<file path="src/rtl/jtkiwi_arb_pkg.sv">
// Shared types and constants for the jtkiwi graphics-ROM arbiter.
// Optional watchdog feature is enabled with the JTKIWI_ARB_WDOG_EN macro.
package jtkiwi_arb_pkg;

  // Arbiter FSM states
  typedef enum logic [1:0] {
    IDLE  = 2'd0,
    WAIT1 = 2'd1,
    WAIT  = 2'd2,
    DONE  = 2'd3
  } arb_state_e;

  // Requester indices (also the encoding of the round-robin pointer)
  localparam logic OBJ = 1'b0;
  localparam logic SCR = 1'b1;

  // Default watchdog limit in cycles
  localparam logic [7:0] WDOG_MAX_DEF = 8'd255;

endpackage

</file>
<file path="src/rtl/jtkiwi_arb_slot.sv">
// One requester's cached ROM slot: remembers the last filled address and
// its data, and reports a hit combinationally against the live address.
module jtkiwi_arb_slot
  import jtkiwi_arb_pkg::*;
#(
  parameter int AW = 18
) (
  input  logic          clk,
  input  logic          rst,
  input  logic [AW-1:0] addr_i,
  input  logic          cs_i,
  input  logic          inval_i,
  input  logic          wr_i,
  input  logic [AW-1:0] wr_addr_i,
  input  logic [31:0]   wr_data_i,
  output logic          ok_o,
  output logic          miss_o,
  output logic [31:0]   data_o
);

  logic [AW-1:0] last_addr_q, last_addr_d;
  logic          valid_q, valid_d;
  logic [31:0]   data_q, data_d;

  // Fill on write strobe; invalidate when a new grant for this side starts
  always_comb begin
    last_addr_d = last_addr_q;
    valid_d     = valid_q;
    data_d      = data_q;
    if (wr_i) begin
      last_addr_d = wr_addr_i;
      valid_d     = 1'b1;
      data_d      = wr_data_i;
    end else if (inval_i) begin
      valid_d = 1'b0;
    end
  end

  // Slot registers
  always_ff @(posedge clk) begin
    if (rst) begin
      last_addr_q <= '0;
      valid_q     <= 1'b0;
      data_q      <= 32'd0;
    end else begin
      last_addr_q <= last_addr_d;
      valid_q     <= valid_d;
      data_q      <= data_d;
    end
  end

  assign ok_o   = valid_q & cs_i & (addr_i == last_addr_q);
  assign miss_o = cs_i & ~ok_o;
  assign data_o = data_q;

endmodule

</file>
<file path="src/rtl/jtkiwi_rom_arb.sv">
// Round-robin arbiter sharing one SDRAM graphics-ROM port between the
// object and tile draw engines. Each side gets a one-entry cached slot;
// misses are serialised onto the downstream port.
// Handshake: a requester holds *_cs and *_addr stable until *_ok; the
// downstream port sees rom_cs held high with a stable rom_addr until
// rom_ok is accepted or the grant is aborted, then rom_cs drops for at
// least two cycles before the next grant.
// Optional feature: define JTKIWI_ARB_WDOG_EN to add a grant watchdog.
module jtkiwi_rom_arb
  import jtkiwi_arb_pkg::*;
#(
  parameter int         AW       = 18,
  parameter logic [7:0] WDOG_MAX = WDOG_MAX_DEF
) (
  input  logic          clk,
  input  logic          rst,
  input  logic [AW-1:0] obj_addr,
  input  logic          obj_cs,
  output logic          obj_ok,
  output logic [31:0]   obj_data,
  input  logic [AW-1:0] scr_addr,
  input  logic          scr_cs,
  output logic          scr_ok,
  output logic [31:0]   scr_data,
  output logic [AW-1:0] rom_addr,
  output logic          rom_cs,
  input  logic          rom_ok,
  input  logic [31:0]   rom_data,
  output logic          wdog_err
);

  arb_state_e    state_q, state_d;
  logic          ptr_q, ptr_d;
  logic          win_q, win_d;
  logic [AW-1:0] rom_addr_q, rom_addr_d;
  logic          rom_cs_q, rom_cs_d;
  logic          obj_miss, scr_miss;
  logic          fill, inval;
  logic          win_cs, abort_req;
  logic [AW-1:0] win_addr;
  logic          wdog_hit, wdog_trip;

  jtkiwi_arb_slot #(.AW(AW)) u_obj (
    .clk(clk), .rst(rst), .addr_i(obj_addr), .cs_i(obj_cs),
    .inval_i(inval & (win_d == OBJ)), .wr_i(fill & (win_q == OBJ)),
    .wr_addr_i(rom_addr_q), .wr_data_i(rom_data),
    .ok_o(obj_ok), .miss_o(obj_miss), .data_o(obj_data)
  );

  jtkiwi_arb_slot #(.AW(AW)) u_scr (
    .clk(clk), .rst(rst), .addr_i(scr_addr), .cs_i(scr_cs),
    .inval_i(inval & (win_d == SCR)), .wr_i(fill & (win_q == SCR)),
    .wr_addr_i(rom_addr_q), .wr_data_i(rom_data),
    .ok_o(scr_ok), .miss_o(scr_miss), .data_o(scr_data)
  );

  // The winner abandons its grant by dropping cs or moving its address
  assign win_cs    = (win_q == SCR) ? scr_cs : obj_cs;
  assign win_addr  = (win_q == SCR) ? scr_addr : obj_addr;
  assign abort_req = ~win_cs | (win_addr != rom_addr_q);

  // Next-state, grant selection and downstream request control
  always_comb begin
    state_d    = state_q;
    ptr_d      = ptr_q;
    win_d      = win_q;
    rom_addr_d = rom_addr_q;
    rom_cs_d   = rom_cs_q;
    fill       = 1'b0;
    inval      = 1'b0;
    wdog_trip  = 1'b0;
    case (state_q)
      IDLE: begin
        if (obj_miss | scr_miss) begin
          win_d      = (obj_miss & scr_miss) ? ptr_q : (scr_miss ? SCR : OBJ);
          rom_addr_d = (win_d == SCR) ? scr_addr : obj_addr;
          rom_cs_d   = 1'b1;
          inval      = 1'b1;
          state_d    = WAIT1;
        end
      end
      WAIT1: begin
        // rom_ok here still belongs to the previous address
        rom_cs_d = ~abort_req;
        state_d  = abort_req ? DONE : WAIT;
      end
      WAIT: begin
        if (abort_req) begin
          rom_cs_d = 1'b0;
          state_d  = DONE;
        end else if (rom_ok) begin
          fill     = 1'b1;
          rom_cs_d = 1'b0;
          ptr_d    = ~ptr_q;
          state_d  = DONE;
        end else if (wdog_hit) begin
          wdog_trip = 1'b1;
          rom_cs_d  = 1'b0;
          ptr_d     = ~ptr_q;
          state_d   = DONE;
        end
      end
      default: state_d = IDLE;
    endcase
  end

  // FSM, pointer and downstream registers
  always_ff @(posedge clk) begin
    if (rst) begin
      state_q    <= IDLE;
      ptr_q      <= OBJ;
      win_q      <= OBJ;
      rom_addr_q <= '0;
      rom_cs_q   <= 1'b0;
    end else begin
      state_q    <= state_d;
      ptr_q      <= ptr_d;
      win_q      <= win_d;
      rom_addr_q <= rom_addr_d;
      rom_cs_q   <= rom_cs_d;
    end
  end

  assign rom_addr = rom_addr_q;
  assign rom_cs   = rom_cs_q;

`ifdef JTKIWI_ARB_WDOG_EN
  logic [7:0] wdog_cnt_q, wdog_cnt_d;
  logic       wdog_err_q, wdog_err_d;

  // Count cycles spent in a grant; zero whenever no grant is open
  always_comb begin
    wdog_cnt_d = 8'd0;
    if (state_q == WAIT1 || state_q == WAIT) begin
      wdog_cnt_d = (wdog_cnt_q == 8'hFF) ? wdog_cnt_q : wdog_cnt_q + 8'd1;
    end
    wdog_err_d = wdog_err_q | wdog_trip;
  end

  // Watchdog counter and sticky error flag
  always_ff @(posedge clk) begin
    if (rst) begin
      wdog_cnt_q <= 8'd0;
      wdog_err_q <= 1'b0;
    end else begin
      wdog_cnt_q <= wdog_cnt_d;
      wdog_err_q <= wdog_err_d;
    end
  end

  assign wdog_hit = (wdog_cnt_q >= WDOG_MAX);
  assign wdog_err = wdog_err_q;
`else
  logic wdog_unused;
  assign wdog_unused = ^{WDOG_MAX, wdog_trip};
  assign wdog_hit    = 1'b0;
  assign wdog_err    = 1'b0;
`endif

endmodule
</file>
<file path="config.mk">
export PLATFORM = sky130hd
export DESIGN_NAME = jtkiwi_rom_arb
export DESIGN_NICKNAME = d
export VERILOG_FILES = /design/src/rtl/jtkiwi_arb_pkg.sv /design/src/rtl/jtkiwi_arb_slot.sv /design/src/rtl/jtkiwi_rom_arb.sv
export SDC_FILE = /design/constraint.sdc
export NUM_CORES = 1
export LEC_CHECK = 0
export CAP_MARGIN = 20
export CORE_MARGIN = 2
export CORE_UTILIZATION = 30
export CTS_CLUSTER_SIZE = 30
export DETAILED_ROUTE_END_ITERATION = 7
export PLACE_DENSITY_LB_ADDON = 0.25
export SYNTH_ARGS = -nofsm -noshare
export SYNTH_HDL_FRONTEND = slang
export SYNTH_HIERARCHICAL = 1
export SYNTH_SLANG_ARGS = --single-unit
</file>
<file path="constraint.sdc">
create_clock -name clk -period 3 [get_ports clk]
set_clock_uncertainty 0.05 [all_clocks]
set_input_delay 0.6 -clock clk [delete_from_list [all_inputs] [get_ports clk]]
set_output_delay 0.6 -clock clk [all_outputs]
set_load 0.02 [all_outputs]
</file>
==> results.cfg, run 1 <==
[outcome]
outcome = completed

[pwr]
cellLeakagePower_nw = 3.23
pwr_dens_nw_per_um2 = 600
power.ir.vdd_worst_mv = 0.376

[cts]
cts-htree-levels = 4
cts-root-to-sink-buffers = 2
insertion_delay_ns = 0.41
clkTransAtPathRegs_ns = 0.06
tritoncts = built
cts-buffers-inserted = 17
postCtsHoldBufs = 0
clkSinkCount = 125
cts.root.buffer_cell = sky130_fd_sc_hd__clkbuf_16

[finish]
diodes = 0
area.growth.synth_to_final_pct = 54.9
final_design_area_no_fill_sq_um = 8450
final_net_count = 814
final_layout_size_suffix_gt1_frac = 0.146
n_fill_cell = 1677

[grt]
grt_pass1_vias = 4798
first_pass_grt_wire_length_mm = 25.2
grt-ovfl-total = 0
grt_max_degree = 68
antenna_found_initial = 0
grt_util_all_layers = 0.166

[routing]
wl_per_cell_um = 16.6
detail_route.vias_per_cell = 4.80
postRouteAntennaNets = 0
drt_first_iter_violations = 224
drc = 0
drt-total-wl_mm = 16.3
detail_route.first_pass.iterations = 5
detailroute.via_count = 4696

[floorplanning]
row_count = 49
floorplan.die_area_sq_um = 19300
die_width_um = 139
area_of_the_placeable_core_sq_um = 17900
effective_utilization_at_floorplan = 0.305
io_pins = 159
die_y_um = 139

[synthesis]
ys_types = 43
synth.cell_area_sq_um = 5450
synth_top_cell_area_share = 0.459
syn_avg_cell_area_sq_um = 10.0
synth_simple_gate_area_frac = 0.126
synth_warnings = 6
yosysMostFrequentCell = sky130_fd_sc_hd__nor2_1
synth_fa_ha_area_frac = 0.00918
ys_async_sr_fraction = 0
synth.yosys.seq_area_share = 0.459
post_synth_inst_count = 544
synth_compound_gate_area_share = 0.0638
top_cell_type_by_total_area_after_synthesis = sky130_fd_sc_hd__dfxtp_1
mappedNetlistNets = 621
share_of_synthesized_area_spent_on_multiplexers = 0.219
synth-main-ff-cell = sky130_fd_sc_hd__dfxtp_1
synth_top_family_by_area = multiplexers
ys_seq_elements = 125
post_synth_xor_area_fraction = 0.0851
synth_common_cells = sky130_fd_sc_hd__nor2_1, sky130_fd_sc_hd__dfxtp_1, sky130_fd_sc_hd__mux2i_1
number_of_enable_type_register_cells_in_the_synthesized_netlist = 0
post_synth_main_area_contributors = sky130_fd_sc_hd__dfxtp_1, sky130_fd_sc_hd__mux2i_1, sky130_fd_sc_hd__nor2_1

[timing]
final.period_utilization = 0.967
post-route-min-period_ns = 2.90
final_worst_setup_slack_ns = 0.0988
relSlewSlack = 0.513
finalSetupViolCount = 0
timing_worst_slew_pin_value_ns = 0.731
hold_viol = 0
slew_violations = 0
rsz0062_at_grt = true
fmax_mhz = 345

[setup_path]
worst_path_most_repeated_cell = sky130_fd_sc_hd__mux2i_1
cp_data_arrival_time_ns = 3.13
worstPathCellList = clkdlybuf4s50_1, mux2i_1, xnor2_1, nor4_2, buf_4, and4_4, and2_4, nor3b_4, buf_6, clkbuf_16, mux2i_1, nor2_1
cp-end-kind = register
critical-path-max-stage-delay_ns = 0.53
worst_ep_required_time_ns = 3.23
critical-path-top-delay-family = buffers and inverters
worst-setup-path-type = in -> reg
type_of_origin_of_the_critical_path = input port
path_buf_inv = 4
timing.critical_path.fanout_max = 9
timing.critical_path.slowest_stage_cell = sky130_fd_sc_hd__clkdlybuf4s50_1

[placement]
pre_cts_slack_ns = -0.640
detailed_place_hpwl_mm = 11.4
dpl_cell_area_sq_um = 7620
gp_congestion = 0.809
port_buffers = 157

[run]
cap_violations = 0

[hold_path]
worstHoldPathType = reg -> reg
metal layers:
metal / vias to the layer above / track usage / part of all wire
li1: 2266 / - / -
met1: 2230 / 0.192 / 0.41
met2: 166 / 0.276 / 0.47
met3: 34 / 0.0587 / 0.078
met4: 0 / 0.0734 / 0.035
met5: - / 0 / 0
path summary, 6_finish.rpt:
kind	depth (start not counted)	startpoint	slack, ns	end
max	12	scr_addr[8]	0.1	u_obj/data_o[25]$_SDFFE_PP0P_
min	2	u_scr/data_o[29]$_SDFFE_PP0P_	0.44	u_scr/data_o[29]$_SDFFE_PP0P_
max reg2reg	12	win_q$_SDFF_PP0_	0.19	u_obj/data_o[25]$_SDFFE_PP0P_
min reg2reg	2	u_scr/data_o[29]$_SDFFE_PP0P_	0.44	u_scr/data_o[29]$_SDFFE_PP0P_
report_power, final:
part	switching, mW	internal [mW]
Clock	0.717	1.39
Sequential	0.115	1.74
Combinational	0.570	0.540
repair_timing:
action / CTS / global route
buffers inserted: 0 / 1
endpoints found under the setup margin: 3 / 95
gates resized for setup: 17 / 30
pin swaps: 1 / 14
gates cloned: 0 / 3
cell families after synthesis:
kind of cell             count (synthesis)
adder cells (fa/ha/maj)                  4
XOR/XNOR                                53
multiplexers                           118
buffers and inverters                   44
AND/OR/NAND/NOR                        161
other                                    1
flip-flops                             125
AO/OA/AOI/OAI                           38
worst reg2reg max path, cell delays in order, from the launching register on:
cell	delay (ns)
sky130_fd_sc_hd__dfxtp_2	0.39
sky130_fd_sc_hd__buf_12	0.16
sky130_fd_sc_hd__mux2i_1	0.24
sky130_fd_sc_hd__xnor2_1	0.12
sky130_fd_sc_hd__nor4_2	0.30
sky130_fd_sc_hd__buf_4	0.16
sky130_fd_sc_hd__and4_4	0.23
sky130_fd_sc_hd__and2_4	0.16
sky130_fd_sc_hd__nor3b_4	0.22
sky130_fd_sc_hd__buf_6	0.20
sky130_fd_sc_hd__clkbuf_16	0.20
sky130_fd_sc_hd__mux2i_1	0.19
sky130_fd_sc_hd__nor2_1	0.05
area by class of cell:
cell class	instances	area, sq um	area share
well taps	229	287	0.0339
multi-input cells	375	2870	0.340
clock inverters	6	108	0.0127
repair buffers	209	2150	0.254
clock buffers	25	495	0.0587
inverters	9	33.8	0.00400
flip-flops and latches	125	2500	0.296
cells in the final DEF (no fill, tap or decap), types with 2 or more instances in the layout:
cell type                           n
sky130_fd_sc_hd__clkdlybuf4s50_1  138
sky130_fd_sc_hd__buf_6              2
sky130_fd_sc_hd__a222oi_1          18
sky130_fd_sc_hd__clkbuf_8           4
sky130_fd_sc_hd__nor4_2            11
sky130_fd_sc_hd__a21oi_1            6
sky130_fd_sc_hd__nor3_1             2
sky130_fd_sc_hd__o41a_1             2
sky130_fd_sc_hd__mux2i_2            3
sky130_fd_sc_hd__ha_1               4
sky130_fd_sc_hd__nand4_1            2
sky130_fd_sc_hd__bufinv_16          3
sky130_fd_sc_hd__clkbuf_16         20
sky130_fd_sc_hd__xor2_1            37
sky130_fd_sc_hd__inv_1              9
sky130_fd_sc_hd__buf_2              2
sky130_fd_sc_hd__clkbuf_1           4
sky130_fd_sc_hd__nand2b_1           3
sky130_fd_sc_hd__xor2_2             2
sky130_fd_sc_hd__dfxtp_1          124
sky130_fd_sc_hd__buf_4             40
sky130_fd_sc_hd__xnor2_1           14
sky130_fd_sc_hd__clkinv_2           2
sky130_fd_sc_hd__nand2_1            6
sky130_fd_sc_hd__mux2i_1          114
sky130_fd_sc_hd__dlymetal6s2s_1    16
sky130_fd_sc_hd__buf_12             8
sky130_fd_sc_hd__nor2_1           127
metrics by stage:
stage	std cells	setup TNS, ns	hold WS (ns)	util	power (mW)
floorplan	544	0	0.406	-	2.43
global placement	944	-40.19	0.421	0.426	2.95
detailed placement	944	-43.04	0.434	0.426	2.97
CTS	975	0	0.446	0.461	5.11
global route	978	-0.0512	0.463	0.472	5.29
finish	978	0	0.444	0.472	5.07
sequential cells by signal, indices dropped and copies added (netlist names), 2 cells and up:
name and count:
rom_addr 18, state_q 2, u_obj/data_o 32, u_obj/last_addr_q 18, u_scr/data_o 32, u_scr/last_addr_q 18
Note: power is estimated with default switching activity, not from simulation.
==> run 2: changes to the inputs <==
--- a/config.mk
+++ b/config.mk
@@ -6,7 +6,7 @@
 export NUM_CORES = 1
 export LEC_CHECK = 0
 export CAP_MARGIN = 20
-export CORE_MARGIN = 2
+export CORE_MARGIN = 4
 export CORE_UTILIZATION = 30
 export CTS_CLUSTER_SIZE = 30
 export DETAILED_ROUTE_END_ITERATION = 7
==> run 2 against run 1 <==
  * Count of clock-buffer cells in the layout down 3
  * Core utilization shrank 0.53 points
  * Global-route usage down 0.27 points
  * Sequential share of layout area up 0.34 points
  * Setup slack worse by 0.069 ns
  * Combinational power hardly changed
  * Sequential power about the same
  * Register-to-register slack hardly changed
  * Largest cell class unchanged
  * Largest power group unchanged
  * Highest routed layer unchanged
==> results.cfg, run 2 (synthesis results as in run 1) <==
[floorplanning]
io_pins = 159
floorplan.die_area_sq_um = 20400
row_count = 49
effective_utilization_at_floorplan = 0.305
area_of_the_placeable_core_sq_um = 17900
die_width_um = 143
die_y_um = 143

[pwr]
power.ir.vdd_worst_mv = 0.345
pwr_dens_nw_per_um2 = 603
cellLeakagePower_nw = 3.14

[cts]
insertion_delay_ns = 0.41
cts-htree-levels = 4
cts-root-to-sink-buffers = 2
clkSinkCount = 125
clkTransAtPathRegs_ns = 0.05
tritoncts = built
cts.root.buffer_cell = sky130_fd_sc_hd__clkbuf_16
postCtsHoldBufs = 0
cts-buffers-inserted = 17

[placement]
dpl_cell_area_sq_um = 7580
detailed_place_hpwl_mm = 11.8
gp_congestion = 0.824
pre_cts_slack_ns = -0.473
port_buffers = 157

[finish]
postLayoutCoreUtil = 0.467
area.growth.synth_to_final_pct = 53.2
diodes = 0
final_layout_size_suffix_gt1_frac = 0.140
final_common_cell = sky130_fd_sc_hd__clkdlybuf4s50_1
final_design_area_no_fill_sq_um = 8350
layout_common_cells = sky130_fd_sc_hd__clkdlybuf4s50_1, sky130_fd_sc_hd__nor2_1, sky130_fd_sc_hd__dfxtp_1, sky130_fd_sc_hd__mux2i_1, sky130_fd_sc_hd__xor2_1
final_net_count = 809

[timing]
fmax_mhz = 337
final_worst_setup_slack_ns = 0.0300
post-route-min-period_ns = 2.97
timing_worst_slew_pin_value_ns = 0.862
hold_viol = 0
setup_total_negative_slack_ns = 0
rsz0062_at_grt = false
finalSetupViolCount = 0
slew_violations = 0
relSlewSlack = 0.425
final.period_utilization = 0.990

[routing]
drt-total-wl_mm = 16.7
drc = 0
detail_route.vias_per_cell = 4.80
detail_route.first_pass.iterations = 6
drt_first_iter_violations = 194
postRouteAntennaNets = 0
detailroute.via_count = 4664
wl_per_cell_um = 17.2

[setup_path]
setup.reg_to_reg.worst_slack_ns = 0.19
worst-r2r-cell-count = 12
timing.critical_path.fanout_max = 3
crit-reg2reg-capture = u_obj/data_o[25]$_SDFFE_PP0P_
worst-setup-path-type = in -> out
cp_data_arrival_time_ns = 2.32
timing.rr.start = win_q$_SDFF_PP0_
worst_ep_required_time_ns = 2.35
type_of_origin_of_the_critical_path = input port
cp-end-kind = output pin

[outcome]
outcome = completed

[grt]
grt_util_all_layers = 0.163
grt_pass1_vias = 4968
grt_util_met3 = 0.0599
grt-ovfl-total = 0
antenna_found_initial = 0
grt_util_met1 = 0.188
globalRouteMet2Util = 0.273
grt_max_degree = 81
global_route.peak_usage_layer = met2
first_pass_grt_wire_length_mm = 25.9

[hold_path]
worst_hold_path.endpoint = u_obj/data_o[9]$_SDFFE_PP0P_
worstHoldPathType = reg -> reg
timing.hold.worst.start = u_obj/data_o[9]$_SDFFE_PP0P_
worst_hold_path.num_cells = 2

[run]
cap_violations = 0
[run 2: power by group]
part	leakage [nW]	switching [mW]	internal (mW)
combinational	1.83	0.583	0.537
sequential	1.01	0.114	1.74
clock	0.295	0.707	1.36
[run 2: timing repair]
| action | CTS | global route |
|---|---|---|
| buffers inserted | 0 | 1 |
| gates cloned | 0 | 2 |
| gates resized for setup | 15 | 25 |
| pin swaps | 0 | 13 |
| setup endpoints to repair | 2 | 91 |
[run 2: cell type report]
| class | count | area [sq um] |
|---|---|---|
| fillers | 1669 | 9550 |
| multi-input cells | 375 | 2860 |
| flip-flops and latches | 125 | 2500 |
| repair buffers | 204 | 2080 |
| clock buffers | 22 | 474 |
| well taps | 229 | 287 |
| clock inverters | 8 | 115 |
| inverters | 9 | 33.8 |
[run 2: worst max path at each step]
stage / startpoint / to / slack [ns] / cells past startpoint
floorplan: scr_addr[13] / u_obj/valid_q$_SDFFE_PP0P_ / 0.36 / 9
global placement: obj_addr[13] / obj_ok / -0.49 / 6
detailed placement: scr_addr[13] / scr_ok / -0.47 / 6
CTS: scr_addr[7] / u_obj/last_addr_q[11]$_SDFFE_PP0P_ / 0.001 / 12
global route: obj_addr[4] / u_obj/data_o[25]$_SDFFE_PP0P_ / 0.0007 / 12
finish: scr_addr[3] / scr_ok / 0.03 / 6
[run 2: stage by stage]
stage	hold WS (ns)	cells	power, mW
2_1_floorplan	0.406	544	2.43
3_3_place_gp	0.422	939	2.95
3_5_place_dp	0.427	939	2.97
4_1_cts	0.441	969	5.07
5_1_grt	0.470	972	5.29
6_report	0.437	972	5.04
[run 2: per-layer routing]
metal,up-vias,wire (um)
met5,-,0
met4,0,394
met3,23,1380
met2,157,8100
met1,2228,6870
li1,2256,-
[run 2: critical path, cell delays in order]
cell and delay, ns:
sky130_fd_sc_hd__clkdlybuf4s50_1 0.48, sky130_fd_sc_hd__xor2_1 0.19, sky130_fd_sc_hd__nor4_2 0.34, sky130_fd_sc_hd__nand4_1 0.21, sky130_fd_sc_hd__nor4_2 0.31, sky130_fd_sc_hd__buf_4 0.20
==> run 3: changes to the inputs <==
--- a/config.mk
+++ b/config.mk
@@ -6,7 +6,7 @@
 export NUM_CORES = 1
 export LEC_CHECK = 0
 export CAP_MARGIN = 20
-export CORE_MARGIN = 4
+export CORE_MARGIN = 2
 export CORE_UTILIZATION = 30
 export CTS_CLUSTER_SIZE = 30
 export DETAILED_ROUTE_END_ITERATION = 7
==> results of run 3 <==
The final DEF is identical to that of run 1; final timing and power are the same.
